===== src/rtl/keypad_pkg.sv =====
// Shared types and key decoding helpers for the 4x4 keypad decoder.
// total_val = {rows[3:0], columns[3:0]}; rows one-hot high, columns one-cold low.
package keypad_pkg;

  typedef enum logic [1:0] {
    ST_IDLE     = 2'd0,
    ST_DEBOUNCE = 2'd1,
    ST_HELD     = 2'd2,
    ST_RELEASE  = 2'd3
  } state_t;

  // Nibble (row*4 + col) holds the key code, row/col counted from 0 = row 1/column 1.
  // Rows: 1,2,3,A / 4,5,6,B / 7,8,9,C / E,0,F,D.
  localparam logic [63:0] KEY_MAP = 64'hDF0E_C987_B654_A321;

  function automatic logic is_legal(input logic [7:0] tv);
    logic [3:0] cols_low;
    cols_low = ~tv[3:0];
    return ($countones(tv[7:4]) == 1) && ($countones(cols_low) == 1);
  endfunction

  function automatic logic [1:0] row_index(input logic [3:0] rows);
    logic [1:0] r;
    case (rows)
      4'b1000: r = 2'd0;
      4'b0100: r = 2'd1;
      4'b0010: r = 2'd2;
      default: r = 2'd3;
    endcase
    return r;
  endfunction

  function automatic logic [1:0] col_index(input logic [3:0] cols);
    logic [1:0] c;
    case (cols)
      4'b0111: c = 2'd0;
      4'b1011: c = 2'd1;
      4'b1101: c = 2'd2;
      default: c = 2'd3;
    endcase
    return c;
  endfunction

  // Only meaningful when is_legal(tv) holds.
  function automatic logic [3:0] key_lookup(input logic [7:0] tv);
    logic [3:0] idx;
    idx = {row_index(tv[7:4]), col_index(tv[3:0])};
    return KEY_MAP[{idx, 2'b00} +: 4];
  endfunction

endpackage


===== src/rtl/keypad_decoder_if.sv =====
// Bus between the row scanner and the keypad decoder, plus the FSM state for observation.
interface keypad_decoder_if;
  import keypad_pkg::*;

  // enable is a one-cycle strobe with no ready: the decoder samples it every cycle but
  // acts on it only in IDLE; key_valid is a one-cycle pulse with key_code held after it.
  logic       enable;
  logic [7:0] total_val;
  logic       key_valid;
  logic [3:0] key_code;
  logic [3:0] digit_new;
  logic [3:0] digit_old;
  logic       held;
  state_t     state;

  modport master (
    output enable, total_val,
    input  key_valid, key_code, digit_new, digit_old, held, state
  );

  modport slave (
    input  enable, total_val,
    output key_valid, key_code, digit_new, digit_old, held, state
  );
endinterface


===== src/rtl/keypad_keymap.sv =====
// Combinational decode of a raw {rows, columns} code into {legal, key code}.
module keypad_keymap
  import keypad_pkg::*;
(
  input  logic [7:0] total_val,
  output logic       legal,
  output logic [3:0] code
);

  assign legal = is_legal(total_val);
  assign code  = key_lookup(total_val);

endmodule


===== src/rtl/keypad_decoder.sv =====
// Debounced keypad decoder: one key_valid pulse per accepted press, with two-digit history.
// Press and release both need DEBOUNCE_CYCLES stable cycles before the FSM commits.
module keypad_decoder
  import keypad_pkg::*;
#(
  parameter int DEBOUNCE_CYCLES = 50000
) (
  input  logic          clk,
  input  logic          reset,
  keypad_decoder_if.slave bus
);

  localparam int CNT_W = (DEBOUNCE_CYCLES > 2) ? $clog2(DEBOUNCE_CYCLES) : 1;
  localparam logic [CNT_W-1:0] CNT_MAX = CNT_W'(DEBOUNCE_CYCLES - 1);

  state_t           state_q;
  logic [CNT_W-1:0] cnt_q;
  logic [7:0]       captured_q;
  logic             key_valid_q;
  logic [3:0]       key_code_q;
  logic [3:0]       digit_new_q;
  logic [3:0]       digit_old_q;
  logic             held_q;

  logic             map_legal;
  logic [3:0]       map_code;
  logic             same_code;

  keypad_keymap u_keymap (
    .total_val (bus.total_val),
    .legal     (map_legal),
    .code      (map_code)
  );

  assign same_code = (bus.total_val == captured_q);

  always_ff @(posedge clk or negedge reset) begin
    if (!reset) begin
      state_q     <= ST_IDLE;
      cnt_q       <= '0;
      captured_q  <= '0;
      key_valid_q <= 1'b0;
      key_code_q  <= '0;
      digit_new_q <= '0;
      digit_old_q <= '0;
      held_q      <= 1'b0;
    end else begin
      key_valid_q <= 1'b0;
      case (state_q)
        ST_IDLE: begin
          if (bus.enable && map_legal) begin
            captured_q <= bus.total_val;
            cnt_q      <= '0;
            state_q    <= ST_DEBOUNCE;
          end
        end
        ST_DEBOUNCE: begin
          if (!same_code) begin
            cnt_q   <= '0;
            state_q <= ST_IDLE;
          end else if (cnt_q == CNT_MAX) begin
            // total_val equals captured here, so map_code is the captured key.
            cnt_q       <= '0;
            state_q     <= ST_HELD;
            held_q      <= 1'b1;
            key_valid_q <= 1'b1;
            key_code_q  <= map_code;
            digit_old_q <= digit_new_q;
            digit_new_q <= map_code;
          end else begin
            cnt_q <= cnt_q + 1'b1;
          end
        end
        ST_HELD: begin
          if (!same_code) begin
            cnt_q   <= '0;
            state_q <= ST_RELEASE;
          end
        end
        ST_RELEASE: begin
          if (same_code) begin
            cnt_q   <= '0;
            state_q <= ST_HELD;
          end else if (cnt_q == CNT_MAX) begin
            cnt_q   <= '0;
            state_q <= ST_IDLE;
            held_q  <= 1'b0;
          end else begin
            cnt_q <= cnt_q + 1'b1;
          end
        end
        default: begin
          cnt_q   <= '0;
          state_q <= ST_IDLE;
          held_q  <= 1'b0;
        end
      endcase
    end
  end

  assign bus.key_valid = key_valid_q;
  assign bus.key_code  = key_code_q;
  assign bus.digit_new = digit_new_q;
  assign bus.digit_old = digit_old_q;
  assign bus.held      = held_q;
  assign bus.state     = state_q;

endmodule


===== src/flat_wrapper.sv =====
// flat-port wrapper written by rule: the top's interface ports become plain ports
module keypad_decoder_flat import keypad_pkg::*;
#(
  parameter int DEBOUNCE_CYCLES = 50000
)
  (clk, reset, bus_enable, bus_total_val, bus_key_valid, bus_key_code, bus_digit_new, bus_digit_old, bus_held, bus_state);
  keypad_decoder_if bus_i ();
  input  logic clk;
  input  logic reset;
  input wire logic [$bits(bus_i.enable)-1:0] bus_enable;
  input wire logic [$bits(bus_i.total_val)-1:0] bus_total_val;
  output wire logic [$bits(bus_i.key_valid)-1:0] bus_key_valid;
  output wire logic [$bits(bus_i.key_code)-1:0] bus_key_code;
  output wire logic [$bits(bus_i.digit_new)-1:0] bus_digit_new;
  output wire logic [$bits(bus_i.digit_old)-1:0] bus_digit_old;
  output wire logic [$bits(bus_i.held)-1:0] bus_held;
  output wire logic [$bits(bus_i.state)-1:0] bus_state;
  assign bus_i.enable = bus_enable;
  assign bus_i.total_val = bus_total_val;
  assign bus_key_valid = bus_i.key_valid;
  assign bus_key_code = bus_i.key_code;
  assign bus_digit_new = bus_i.digit_new;
  assign bus_digit_old = bus_i.digit_old;
  assign bus_held = bus_i.held;
  assign bus_state = bus_i.state;
  keypad_decoder #(.DEBOUNCE_CYCLES(DEBOUNCE_CYCLES)) u_core (.clk(clk), .reset(reset), .bus(bus_i));
endmodule

===== config.mk =====
export PLATFORM = sky130hd
export DESIGN_NAME = keypad_decoder_flat
export DESIGN_NICKNAME = d
export VERILOG_FILES = /design/src/rtl/keypad_pkg.sv /design/src/rtl/keypad_decoder_if.sv /design/src/rtl/keypad_keymap.sv /design/src/rtl/keypad_decoder.sv /design/src/flat_wrapper.sv
export SDC_FILE = /design/constraint.sdc
export NUM_CORES = 1
export LEC_CHECK = 0
export CORE_ASPECT_RATIO = 0.8
export CORE_MARGIN = 2
export CORE_UTILIZATION = 45
export CTS_BUF_LIST = sky130_fd_sc_hd__clkbuf_2 sky130_fd_sc_hd__clkbuf_4 sky130_fd_sc_hd__clkbuf_8
export DETAILED_ROUTE_END_ITERATION = 7
export GPL_ROUTABILITY_DRIVEN = 0
export MAX_ROUTING_LAYER = met4
export PLACE_DENSITY = 0.69
export SETUP_SLACK_MARGIN = 0.05
export SLEW_MARGIN = 5
export SYNTH_ARGS = -nofsm -noshare
export SYNTH_HDL_FRONTEND = slang
export SYNTH_SLANG_ARGS = --single-unit

===== constraint.sdc =====
create_clock -name clk -period 1.77 [get_ports clk]
set_input_delay 0.2655 -clock clk [delete_from_list [all_inputs] [get_ports clk]]
set_output_delay 0.2655 -clock clk [all_outputs]
set_load 0.02 [all_outputs]

==> Word level (Yosys, flattened, before mapping) <==
Cells that the tools add are included.
{ "classes": {"add_sub_neg": 7, "multipliers": 0, "div_mod_pow": 0, "n_lt_le_gt_ge": 0, "n_eq_ne": 21, "shift": 1, "n_mux": 23, "n_bitwise": 1, "n_reduce_logical": 9} }
{ "op_table": {"columns": ["op", "n"], "rows": [
  ["two-way mux 16 bit", 5],
  ["one-hot mux 16 bit (4 select lines)", 1],
  ["indexed part select 64 x 7 -> 4 bit (first input constant)", 1],
  ["adder 16 x 1 -> 16 bit (second input constant)", 1],
  ["equality test 16 bit (second input constant)", 1],
  ["equality test 4 bit (second input constant)", 3],
  ["two-way mux 2 bit", 6],
  ["one-hot mux 2 bit (3 select lines)", 2],
  ["adder 1 x 1 -> 2 bit", 4],
  ["equality test 4 x 3 -> 1 bit (second input constant)", 2],
  ["equality test 8 bit", 1],
  ["!= test 2 x 1 -> 1 bit (second input constant)", 4],
  ["one-hot mux 2 bit (4 select lines)", 1],
  ["two-way mux 1 bit", 7],
  ["adder 2 x 2 -> 3 bit", 2],
  ["equality test 3 x 1 -> 1 bit (second input constant)", 2],
  ["AND reduction 5 bit", 1],
  ["equality test 2 bit (second input constant)", 2],
  ["equality test 4 x 2 -> 1 bit (second input constant)", 1],
  ["!= test 2 bit (second input constant)", 2],
  ["inverter 4 bit", 1],
  ["AND reduction 2 bit", 2],
  ["AND reduction 4 bit", 1],
  ["!= test 3 x 1 -> 1 bit (second input constant)", 1],
  ["other kinds (7)", 8]
]} }
{ "totals": {"ff_bits": 36, "latch_bits": 0, "mem_bits_rw": 0, "rom_bits": 0, "in_bits": 11, "out_inout_bits": 16, "elab_cells": 69, "mem_count": 0} }

==> Depth between registers and ports, before layout <==
Gate-level depths: netlist of run 1.
{ "logic_depth": {"depth_word": 8, "ltp_mapped": 13, "mapped_depth_nobuf": 10} }

==> Hierarchy <==
From an unflattened synthesis of run 1, not the netlist that was laid out.
{ "hier_totals": {"cells_unflattened": 260, "area_unflattened_um2": 2441.1} }
{ "by_module_without_submodules": {"columns": ["mod", "instances", "cells_per_inst", "area_each_um2", "seq_area_each_um2"], "rows": [
  ["keypad_decoder", 1, 191, 1914.3, 900.9],
  ["keypad_keymap", 1, 69, 526.8, 0.0]
]} }

==> Least setup slack after synthesis of run 1 <==
Ideal clock, no wire load.
{ "synth_path": {"kind": "in2reg", "from": "input bus_total_val[7]", "to": "register u_core.cnt_q[13]", "setup_ps": 77, "arrival_time_ps": 2755, "path_slack_ps": -1063, "path_stages": 12, "n_path_buf": 2, "cell_sequence": "buf_2 -> inv_1 -> fa_1 -> inv_1 -> ha_1 -> ha_1 -> nor4b_4 -> a21oi_1 -> a31o_1 -> buf_6 -> or4_1 -> a21oi_1"} }
{ "synth_via": {"elab_chain_cells": 7, "elab_cells_between_ends": 12} }
{ "synth_lines": {"columns": ["item", "line", "source"], "rows": [
  ["start, declared", "flat_wrapper.sv:11", "input wire logic [$bits(bus_i.total_val)-1:0] bus_total_val;"],
  ["adder 1 x 1 -> 2 bit (not written as such)", "keypad_pkg.sv:19", "return ($countones(tv[7:4]) == 1) && ($countones(cols_low) == 1);"],
  ["adder 2 x 2 -> 3 bit (not written as such)", "keypad_pkg.sv:19", null],
  ["equality test 3 x 1 -> 1 bit", "keypad_pkg.sv:19", null],
  ["logical AND 1 bit", "keypad_pkg.sv:19", null],
  ["logical AND 1 bit", "keypad_decoder.sv:51", "if (bus.enable && map_legal) begin"],
  ["!= test 2 x 1 -> 1 bit (no source line)", null, null],
  ["AND reduction 2 bit (no source line)", null, null],
  ["end signal, assigned", "keypad_decoder.sv:71", "cnt_q <= cnt_q + 1'b1;"],
  ["end signal, assigned", "keypad_decoder.sv:89", "cnt_q <= cnt_q + 1'b1;"],
  ["end, declared", "keypad_decoder.sv:17", "logic [CNT_W-1:0] cnt_q;"]
]} }
Parallel ways exist; a longest one is shown, timed or not.
A chain may end at the register's enable or synchronous reset.

==> Worst setup path after layout of run 1 <==
{ "layout_path": {"from": "input bus_total_val[5]", "to": "register u_core.cnt_q[5]"} }
The elaborated chain is that of the path after synthesis.

==> flow_metrics.py, run 1 <==
metrics = {
    "sta": {
        "setup_viol": 33,
        "post-route-period-util": 1.53,
        "hold_viol": 0,
        "fin_ws_ns": -0.946,
        "setup_tns_ns": -19.38,
        "tightest_slew_ns": 0.458,
        "fin_skew_ns": 0.0103,
        "slew_headroom": 0.695,
        "max_freq_ghz": 0.368,
        "slew_violations": 0,
        "rsz0062_at_grt": "true",
        "min_period_ns": 2.72,
    },
    "final_layout": {
        "drive_above_1_share": 0.566,
        "final_cell_area_um2": 3880,
        "fillers": 285,
        "syn2layout_area_growth_pct": 70.6,
        "fin_nets": 364,
        "antennaDiodeCount": 0,
        "ff_latch_area_um2": 902,
        "multi_input_area_um2": 1750,
    },
    "synth": {
        "syn_inst": 232,
        "syn_area_um2": 2280,
        "seq_area_frac_synth": 0.396,
        "synth_top_cell_area_share": 0.396,
        "ys_ff_latch": 36,
        "synth_area_leader_cell": "dfrtp_1",
        "synth.area.top_cells": "dfrtp_1 (40%), mux2_2 (7.4%), ha_1 (6.0%)",
        "ys_warn_count": 0,
        "synth.avg_cell_area_um2": 9.81,
        "yosysUniqueCellTypes": 43,
        "synth_fp_nets": 256,
    },
    "run_status": {
        "run_status": "finished with violations",
        "violations": "setup timing",
    },
    "grt": {
        "grt_pass1_vias": 2193,
        "grt_overflow_total": 0,
        "grt_usage": 0.254,
        "grt_pass1_wl_um": 10700,
        "grt_max_degree": 21,
        "antenna_found_initial": 0,
    },
    "route": {
        "wire_per_inst_um": 21.1,
        "post-route-drc-count": 0,
        "drt_iter0_markers": 290,
        "vias": 2493,
        "drt-total-wl_um": 8490,
        "routed_via_density": 6.19,
        "drt-pass1-iter-count": 5,
        "ant_nets": 0,
    },
    "critical_path": {
        "path_class": "primary input to flop",
        "cp-end-kind": "flop",
        "cp.required_ns": 2.00,
        "cp_max_fo": 5,
        "cp-start-kind": "primary input",
        "arrival_ns": 2.95,
    },
    "die": {
        "die_area_um2": 5650,
        "die_x_um": 83.5,
        "initial_core_util": 0.460,
        "core_um2": 4950,
        "dieHeight_um": 67.6,
        "ios": 27,
        "row_count": 23,
    },
    "clocking": {
        "clock_latency_ns": 0.31,
        "cts-root-buf": "clkbuf_8",
        "cts_sinks": 36,
        "cts_buffer_depth": 2,
        "cts_tree": "yes",
        "path_clk_slew_ns": 0.08,
        "cts_made_buffers": 5,
        "cts_htree_levels": 2,
    },
    "power_and_ir_drop": {
        "p_per_area_nw_per_um2": 743,
        "leakage_uw": 0.00177,
        "ir_worst_vdd_mv": 0.837,
    },
    "placement": {
        "post-dp-hpwl_um": 4240,
        "port-buffer-count": 26,
        "placed_area_um2": 3140,
    },
    "run": {
        "cap_viol_max_count": 0,
    },
    "worst_hold_path": {
        "hold_path_class": "primary input to flop",
    },
}
==> report_power, final <==
part | internal, uW | switching [uW]
Combinational | 491 | 551
Sequential | 901 | 101
Clock | 498 | 342
==> critical path: stages <==
cell and delay, ns:
buf_8 0.08, inv_4 0.03, fa_1 0.55, inv_2 0.05
ha_4 0.15, ha_4 0.22, nor4b_4 0.39, a211oi_2 0.16
buf_4 0.18, buf_6 0.11, a31o_4 0.22, or3_4 0.39
a21oi_2 0.15
==> metrics by stage <==
stage          hold slack [ns]  cells  power [uW]  worst slack, ns  utilization
4_1_cts                  0.323    393        2600           -0.770        0.706
5_1_grt                  0.336    403        2980           -0.968        0.785
3_5_place_dp             0.222    373        1690            -1.63        0.634
2_1_floorplan          -0.0301    232        1310           -0.873            -
6_report                 0.319    403        2880           -0.946        0.785
3_3_place_gp             0.227    373        1670            -1.53        0.634
==> area by class of cell <==
type,count,share of cell area
repair buffers,111,0.248
flip-flops and latches,36,0.232
clock buffers,7,0.0248
multi-input cells,171,0.452
inverters,15,0.0151
clock inverters,1,0.00773
well taps,62,0.0200
==> what timing repair did <==
item	CTS	global route
hold buffers	1	0
gates resized for setup	71	68
pin swaps	15	25
setup endpoints to repair	36	36
gates cloned	3	1
buffers inserted	8	10
hold endpoints to repair	16	0
==> path summary, 6_finish.rpt <==
| kind | slack, ns | cells past startpoint | to | start |
|---|---|---|---|---|
| max | -0.95 | 13 | u_core.cnt_q[5] | bus_total_val[5] |
| min | 0.32 | 3 | u_core.captured_q[1] | bus_total_val[1] |
| max reg2reg | -0.45 | 9 | u_core.cnt_q[5] | u_core.cnt_q[0] |
| min reg2reg | 0.52 | 1 | u_core.bus.digit_old[0] | u_core.bus.digit_old[0] |
| max in group asynchronous | 0.84 | 3 | u_core.bus.key_code[0] | reset |
| min in group asynchronous | 0.45 | 2 | u_core.captured_q[2] | reset |
==> registers in the layout, indices dropped and copies added, names as in the netlist, named ones only <==
register / cells
u_core.bus.digit_old: 4
u_core.bus.held: 1
u_core.bus.key_code: 4
u_core.bus.key_valid: 1
u_core.bus.state: 1
u_core.captured_q: 8
u_core.cnt_q: 16
==> cell usage after synthesis, drive strengths merged <==
cell type	n
a211oi	3
a21oi	14
a31o	1
a31oi	2
and2	2
and3	1
and4	5
and4bb	1
buf	10
clkbuf	3
dfrtp	36
fa	2
ha	11
inv	15
mux2	15
mux2i	3
nand2	19
nand3	8
nand3b	1
nand4	6
nand4b	1
nand4bb	2
nor2	7
nor3	6
nor4	3
nor4b	2
o211ai	1
o21a	2
o21ai	15
o22ai	3
o31ai	7
o32ai	1
o41ai	1
or2	2
or3	6
or3b	1
or4	5
xnor2	8
xor2	1
==> kinds of logic after synthesis <==
kind of cell | synth area share
AO/OA/AOI/OAI | 0.132
XOR/XNOR | 0.0346
adder cells (fa/ha/maj) | 0.0781
buffers and inverters | 0.0627
flip-flops | 0.396
multiplexers | 0.0874
AND/OR/NAND/NOR | 0.209
==> per-layer routing <==
metal | share of wire | global-route usage
met5 | 0 | -
met4 | 0.033 | 0.111
met3 | 0.083 | 0.0587
met2 | 0.48 | 0.398
met1 | 0.40 | 0.321
==> placed cells by master (no fill, tap or decap), types with 4 or more instances in the layout <==
master | Yosys | final
a21oi_2 | 0 | 10
buf_2 | 3 | 4
buf_4 | 5 | 68
buf_6 | 2 | 16
clkbuf_8 | 0 | 7
clkdlybuf4s50_1 | 0 | 15
dfrtp_1 | 36 | 35
ha_1 | 11 | 5
ha_4 | 0 | 4
inv_1 | 15 | 11
mux2_4 | 0 | 15
nand2_1 | 19 | 10
nand2_2 | 0 | 7
nand3_1 | 8 | 6
nand4_1 | 6 | 6
nor2_1 | 7 | 5
o21ai_0 | 15 | 12
o31ai_2 | 0 | 5
or3_1 | 6 | 4
or4_4 | 0 | 4
xnor2_2 | 0 | 8
No activity file was read; power rests on OpenSTA's default activity.
==> run 2: changes to the inputs <==
--- a/config.mk
+++ b/config.mk
@@ -6,13 +6,12 @@
 export NUM_CORES = 1
 export LEC_CHECK = 0
 export CORE_ASPECT_RATIO = 0.8
-export CORE_MARGIN = 2
 export CORE_UTILIZATION = 45
 export CTS_BUF_LIST = sky130_fd_sc_hd__clkbuf_2 sky130_fd_sc_hd__clkbuf_4 sky130_fd_sc_hd__clkbuf_8
 export DETAILED_ROUTE_END_ITERATION = 7
 export GPL_ROUTABILITY_DRIVEN = 0
 export MAX_ROUTING_LAYER = met4
-export PLACE_DENSITY = 0.69
+export PLACE_DENSITY = 0.72
 export SETUP_SLACK_MARGIN = 0.05
 export SLEW_MARGIN = 5
 export SYNTH_ARGS = -nofsm -noshare
==> run 2 against run 1 <==
  * The flow still finishes with violations (setup timing)
  * Die area fell by 5.3%
  * Sequential power barely moved
  * Critical path depth did not move
  * Combinational power fell by 4%
  * First-iteration DRC count fell by 44%
  * Worst hold slack improved by 0.0092 ns
  * Clock-buffer cell count fell by 2
  * Wire length fell by 4.5%
==> flow_metrics.py, run 2 (synthesis gave the netlist of run 1 again) <==
metrics = {
    "clocking": {
        "cts_made_buffers": 5,
        "path_clk_slew_ns": 0.09,
        "cts_tree": "yes",
        "clock_latency_ns": 0.32,
        "cts_buffer_depth": 2,
        "cts-root-buf": "clkbuf_8",
        "cts_sinks": 36,
        "cts_htree_levels": 2,
    },
    "placement": {
        "post-dp-hpwl_um": 4240,
        "port-buffer-count": 26,
    },
    "sta": {
        "post-route-period-util": 1.55,
        "rsz0062_at_grt": "true",
        "slew_violations": 0,
        "min_period_ns": 2.75,
        "max_freq_ghz": 0.363,
        "setup_tns_ns": -18.70,
        "fin_ws_ns": -0.982,
        "tightest_slew_ns": 0.761,
        "slew_headroom": 0.489,
        "hold_viol": 0,
        "holdWs_ns": 0.328,
        "fin_skew_ns": 0.0167,
        "setup_viol": 34,
    },
    "die": {
        "initial_core_util": 0.481,
        "dieHeight_um": 65.6,
        "core_um2": 4730,
        "die_area_um2": 5350,
        "row_count": 22,
        "ios": 27,
        "die_x_um": 81.5,
    },
    "worst_hold_path": {
        "hold_path_class": "primary input to flop",
        "hold_start": "bus_total_val[4]",
    },
    "critical_path": {
        "cp.required_ns": 2.00,
        "worstRegToRegCells": 7,
        "slowest_delay_ns": 0.56,
        "cp-end-kind": "flop",
        "cp_top_family": "adder cells",
        "slowest_stage": "fa_1",
        "crit_top_cell": "ha_4",
        "reg2reg_to": "u_core.bus.state[0]",
        "path_cells": "buf_8 > inv_4 > fa_1 > inv_2 > ha_4 > ha_4 > nor4b_4 > a211oi_2 > buf_4 > buf_6 > a31o_4 > or3_1 > a21oi_1",
        "worstReg2RegStart": "u_core.cnt_q[1]",
        "path_class": "primary input to flop",
        "arrival_ns": 2.99,
        "cp-endpoint": "u_core.cnt_q[9]",
        "crit_buf_inv": 5,
        "cp-start-kind": "primary input",
        "cp_max_fo": 5,
        "crit_start": "bus_total_val[7]",
        "cp_num_cells": 13,
        "rrSetupSlack_ns": -0.46,
    },
    "route": {
        "ant_nets": 0,
        "drt_iter0_markers": 161,
        "drt-total-wl_um": 8110,
        "vias": 2458,
        "routed_via_density": 6.16,
        "post-route-drc-count": 0,
        "drt-pass1-iter-count": 5,
        "wire_per_inst_um": 20.3,
    },
    "final_layout": {
        "mostFrequentLayoutCells": "buf_4 (69), dfrtp_1 (34), nand2_1 (16)",
        "syn2layout_area_growth_pct": 63.1,
        "drive_above_1_share": 0.496,
        "largest_register_ffs": 16,
        "final_common_cell": "buf_4",
        "fin_nets": 362,
        "antennaDiodeCount": 0,
        "top_register": "u_core.cnt_q",
        "reg.largest.list": "u_core.cnt_q x16, u_core.captured_q x8",
    },
    "grt": {
        "grt_usage": 0.318,
        "grt_pass1_wl_um": 12100,
        "grt_pass1_vias": 2451,
        "antenna_found_initial": 0,
        "grt_max_degree": 21,
        "grt_overflow_total": 0,
    },
    "power_and_ir_drop": {
        "p_per_area_nw_per_um2": 746,
        "power.switching_uw": 968,
        "internal_power_uw": 1800,
        "p_comb_frac": 0.362,
        "switching_share": 0.350,
        "ir_worst_vdd_mv": 0.656,
        "clock_power_share": 0.280,
        "seqPwrFrac": 0.357,
        "leakage_uw": 0.00168,
    },
    "run": {
        "cap_viol_max_count": 0,
    },
    "run_status": {
        "run_status": "finished with violations",
        "violations": "setup timing",
    },
}
## run 2: worst min-delay path by stage
| stage | slack (ns) | to | cells past startpoint |
|---|---|---|---|
| floorplan | -0.03 | async pin | 0 |
| global placement | 0.22 | u_core.captured_q[1] | 1 |
| detailed placement | 0.23 | u_core.captured_q[2] | 1 |
| CTS | 0.35 | u_core.captured_q[5] | 3 |
| global route | 0.32 | u_core.captured_q[4] | 3 |
| finish | 0.33 | u_core.captured_q[4] | 3 |
## run 2: per-stage QoR
stage | area, um2 | utilization | std cells | setup WS (ns) | total power [uW]
floorplan | 2380 | - | 232 | -0.873 | 1310
global placement | 3150 | 0.665 | 373 | -1.53 | 1660
detailed placement | 3150 | 0.665 | 373 | -1.65 | 1680
CTS | 3560 | 0.753 | 397 | -0.841 | 2570
global route | 3710 | 0.784 | 399 | -1.00 | 2850
finish | 3710 | 0.784 | 399 | -0.982 | 2770
## run 2: tightest hold or removal path: stages
cell	delay (ns)
buf_6	0.09
buf_4	0.11
mux2_4	0.14
## run 2: per-layer routing
layer / global-route usage / up-vias / wire, um
met2: 0.513 / 161 / 3750
li1: - / 1065 / -
met1: 0.392 / 1191 / 3380
met3: 0.0583 / 41 / 628
met4: 0.127 / 0 / 348
met5: - / - / 0
## run 2: final cells by class
class,instances,area [um2]
timing repair buffer,109,938
fill,266,1020
clock buffer,5,68.8
multi-input combinational,171,1620
clock inverter,3,42.5
tap,60,75.1
inverter,15,61.3
sequential,36,903
## run 2: repair_timing
item	CTS	global route
pin swaps	25	18
hold endpoints to repair	16	0
cloned	3	0
gates resized for setup	76	35
endpoints found under the setup margin	35	35
hold buffers	1	0
buffers inserted	13	5
## run 2: power by group through the flow
stage          clock network, uW  logic (uW)  registers [uW]
6_report                     776        1000             989
3_3_place_gp                   0         689             967
2_1_floorplan                  0         305            1010
4_1_cts                      762         835             974
3_5_place_dp                   0         710             972
5_1_grt                      804        1060             993
==> patch 1: new RTL, config.mk and constraints of run 1 <==
`DEBOUNCE_CYCLES` is set to 50000 in 2 places; all go to 200000.
--- a/src/rtl/keypad_decoder.sv
+++ b/src/rtl/keypad_decoder.sv
@@ -4,5 +4,5 @@
   import keypad_pkg::*;
 #(
-  parameter int DEBOUNCE_CYCLES = 50000
+  parameter int DEBOUNCE_CYCLES = 200000
 ) (
   input  logic          clk,
--- a/src/flat_wrapper.sv
+++ b/src/flat_wrapper.sv
@@ -2,5 +2,5 @@
 module keypad_decoder_flat import keypad_pkg::*;
 #(
-  parameter int DEBOUNCE_CYCLES = 50000
+  parameter int DEBOUNCE_CYCLES = 200000
 )
   (clk, reset, bus_enable, bus_total_val, bus_key_valid, bus_key_code, bus_digit_new, bus_digit_old, bus_held, bus_state);
Function: same outputs for any inputs over 10 cycles, from zero or initial values and one cycle with reset low; that may be too few to reach the edited logic, so the function may still have changed.
==> patch 1 against run 1 <==
The flow still finishes with violations (negative setup slack); synthesized area up 4.3%; worst setup slack better by 0.33 ns; sequential cell count up 2; routed wire length down 24%; first-iteration DRC count down 58%; die area up 4.1%; final area down 2.6%; core utilization down 3.4 points; critical path depth down 1; power down 9.7%.
==> patch 1: results <==
metrics = {
    "logic_synthesis": {
        "syn_inst": 233,
        "syn-num-nets": 257,
        "synthTopCellsByArea": "dfrtp_1, ha_1, mux2_4",
        "yosysTopAreaCellShare": 0.4006,
        "synth_cell_type_count": 55,
        "yosysSeqAreaShare": 0.4006,
    },
    "route": {
        "wl_per_cell_um": 15.51,
        "viasPerCell": 5.304,
    },
    "pwr": {
        "sw_frac_of_total": 0.3341,
        "p_leak_nw": 1.940,
        "ir_drop_mv": 0.4434,
    },
    "setup_path": {
        "critPathCapture": "u_core.cnt_q[8]",
        "timing.rr.start": "u_core.captured_q[4]",
        "arrival_ns": 2.59,
        "ff2ff_setup_slack_ns": -0.49,
        "timing.rr.end": "u_core.cnt_q[17]",
        "cp.depth": 12,
    },
    "finish": {
        "n_fill_cell": 312,
        "drive_gt1_frac": 0.5170,
        "fin_nets": 375,
    },
    "global_routing": {
        "first_global_vias": 2155,
        "grt_pass1_wl_um": 10380,
        "grt_max_degree": 39,
    },
    "run_status": {
        "outcome": "finished with violations",
        "violations": "negative setup slack",
    },
    "timing": {
        "tightest_slew_ns": 0.4946,
        "setup_violations": 37,
        "fin_hold_ws_ns": 0.009456,
        "finalWorstSetupSlack_ns": -0.6169,
    },
}
[patch 1: what timing repair did]
item | 4_1_cts | 5_1_grt
hold endpoints to repair | 0 | 0
endpoints found under the setup margin | 38 | 39
gates resized for setup | 65 | 31
gates cloned | 1 | 0
setup buffers | 12 | 10
pin swaps | 27 | 20
[patch 1: through the flow]
step           instance area (sq um)  TNS, ns    util
6_report                        3782   -17.49  0.7511
2_1_floorplan                   2445   -16.09       -
3_3_place_gp                    3268   -42.32  0.6489
3_5_place_dp                    3268   -44.41  0.6489
4_1_cts                         3626   -17.91  0.7200
5_1_grt                         3782   -20.78  0.7511
[patch 1: cells by family after synthesis]
group / count (synthesis) / synth area share
compound gates: 44 / 0.1239
xor+xnor: 11 / 0.04059
fa+ha+maj: 13 / 0.07485
buf+inv: 26 / 0.05587
flops: 38 / 0.4006
mux: 17 / 0.09278
simple gates: 84 / 0.2114
[patch 1: metal layers]
layer,routed length (um),share of wire,track usage
met4,154,0.024,0.09921
met1,3040,0.47,0.3105
met2,2958,0.46,0.3848
met3,267,0.042,0.03810
met5,0,0,-
[patch 1: power groups by stage]
stage | Combinational, mW | Sequential (mW) | Clock [mW]
floorplan | 0.344 | 1.06 | 0
global placement | 0.708 | 1.05 | 0
detailed placement | 0.728 | 1.06 | 0
CTS | 0.841 | 1.05 | 0.634
global route | 0.999 | 1.08 | 0.673
finish | 0.923 | 1.06 | 0.617
[patch 1: cell type report]
class                   instances  share of cell area
flip-flops and latches         38              0.2524
multi-input cells             169              0.4142
clock inverters                 3            0.005624
repair buffers                123              0.2752
clock buffers                   5             0.01819
well taps                      62             0.02051
inverters                      14             0.01389
==> patch 2: new RTL, settings of run 1 <==
Without the edit above. The 4 states of `state_t` get a Gray code encoding in 2 bits.
--- a/src/rtl/keypad_pkg.sv
+++ b/src/rtl/keypad_pkg.sv
@@ -4,8 +4,8 @@
 
   typedef enum logic [1:0] {
-    ST_IDLE     = 2'd0,
-    ST_DEBOUNCE = 2'd1,
-    ST_HELD     = 2'd2,
-    ST_RELEASE  = 2'd3
+    ST_IDLE     = 2'b00,
+    ST_DEBOUNCE = 2'b01,
+    ST_HELD     = 2'b11,
+    ST_RELEASE  = 2'b10
   } state_t;
 
Function: same outputs for any inputs over 10 cycles, from zero or initial values and one cycle with reset low; not proved beyond that.
==> patch 2 against run 1 <==
The flow still finishes with violations (negative setup slack); worst setup slack improved by 0.39 ns; critical path depth fell by 3; register-to-register slack improved by 0.23 ns; sequential share of layout area rose by 0.73 points; largest cell class unchanged; routed wire length fell by 20%; combinational power rose by 13%; synthesized cell count rose by 12%; synthesized area rose by 12%; non-clock buffer count fell by 14; highest routed layer unchanged; power fell by 2.4%; sequential cell count did not move; final area fell by 2.8%.
==> patch 2: results <==
metrics = {
    "run_status": {
        "outcome": "finished with violations",
        "violations": "negative setup slack",
    },
    "setup_path": {
        "ff2ff_setup_slack_ns": -0.22,
        "timing.rr.end": "u_core.cnt_q[12]",
        "crit_fanout": 7,
    },
    "worst_hold_path": {
        "hold_end": "u_core.captured_q[4]",
        "min_path_cells": 4,
        "hold_start": "bus_total_val[4]",
    },
    "route": {
        "vias": 2360,
        "first_iter_violations": 191,
    },
    "placed_design": {
        "dp_slack_ns": -1.326,
        "placed_cells": 408,
    },
    "global_routing": {
        "grt_pass1_wl_um": 11610,
        "grt_max_degree": 22,
        "grt_usage": 0.2427,
    },
    "clock_network": {
        "clkLatencyLatePin_ns": 0.28,
    },
    "logic_synthesis": {
        "syn_inst": 259,
        "syn-num-nets": 288,
        "synthTopCellsByArea": "dfrtp_1, ha_1, nand2_1",
        "synth_cell_type_count": 57,
        "yosysSeqAreaShare": 0.3523,
    },
    "finish": {
        "drive_gt1_frac": 0.4200,
        "fin_nets": 378,
        "instances_no_fill": 428,
        "n_fill_cell": 427,
    },
    "pwr": {
        "ir_drop_mv": 0.7007,
        "p_leak_nw": 1.633,
    },
    "timing": {
        "tightest_slew_ns": 0.4538,
        "setup_violations": 34,
        "finalWorstSetupSlack_ns": -0.5564,
    },
}
patch 2: changes by cell type after synthesis, sizes merged, moves of 8 or more:
cell	before	now
a21oi	14	5
nand2	19	31
o2111ai	0	10
o311ai	0	8
o211ai	1	9
patch 2: power by group:
| group | internal [mW] | total [mW] | switching [mW] |
|---|---|---|---|
| clock | 0.348 | 0.631 | 0.283 |
| combinational | 0.540 | 1.17 | 0.626 |
| sequential | 0.924 | 1.02 | 0.0939 |
| total | 1.81 | 2.82 | 1.00 |
patch 2: through the flow:
stage,setup TNS [ns],area [sq um]
after floorplan,-13.99,2700
after CTS,-13.92,3662
after global placement,-34.50,3386
final,-12.79,3776
after detailed placement,-35.89,3386
after global routing,-16.06,3776
patch 2: per-layer routing:
layer	wire length, um	part of all wire	vias up	track usage
met5	0	0	-	-
met4	36	0.0053	0	0.05724
met3	278	0.041	5	0.04032
met2	3176	0.47	61	0.3726
met1	3275	0.48	1151	0.3385
li1	-	-	1143	-
patch 2: kinds of logic after synthesis:
logic type	share of synthesized area
AO/OA/AOI/OAI	0.1913
XOR/XNOR	0.03719
adder cells (fa/ha/maj)	0.09393
buffers and inverters	0.06947
flip-flops	0.3522
multiplexers	0.05969
AND/OR/NAND/NOR	0.1962
patch 2: timing repair:
item                       in CTS  in global routing
resized for setup              58                 20
hold endpoints to repair       15                  0
pin swaps                      17                 12
hold buffers                    1                  0
gates cloned                    1                  0
setup buffers                   6                  5
setup endpoints to repair      35                 36
patch 2: cell type report:
cell class              instances  area, sq um  share of cell area
multi-input cells             190         1763              0.4669
flip-flops and latches         36        904.6              0.2396
repair buffers                 97        839.6              0.2223
clock buffers                   8        97.59             0.02584
well taps                      78        97.59             0.02584
inverters                      19        73.82             0.01955
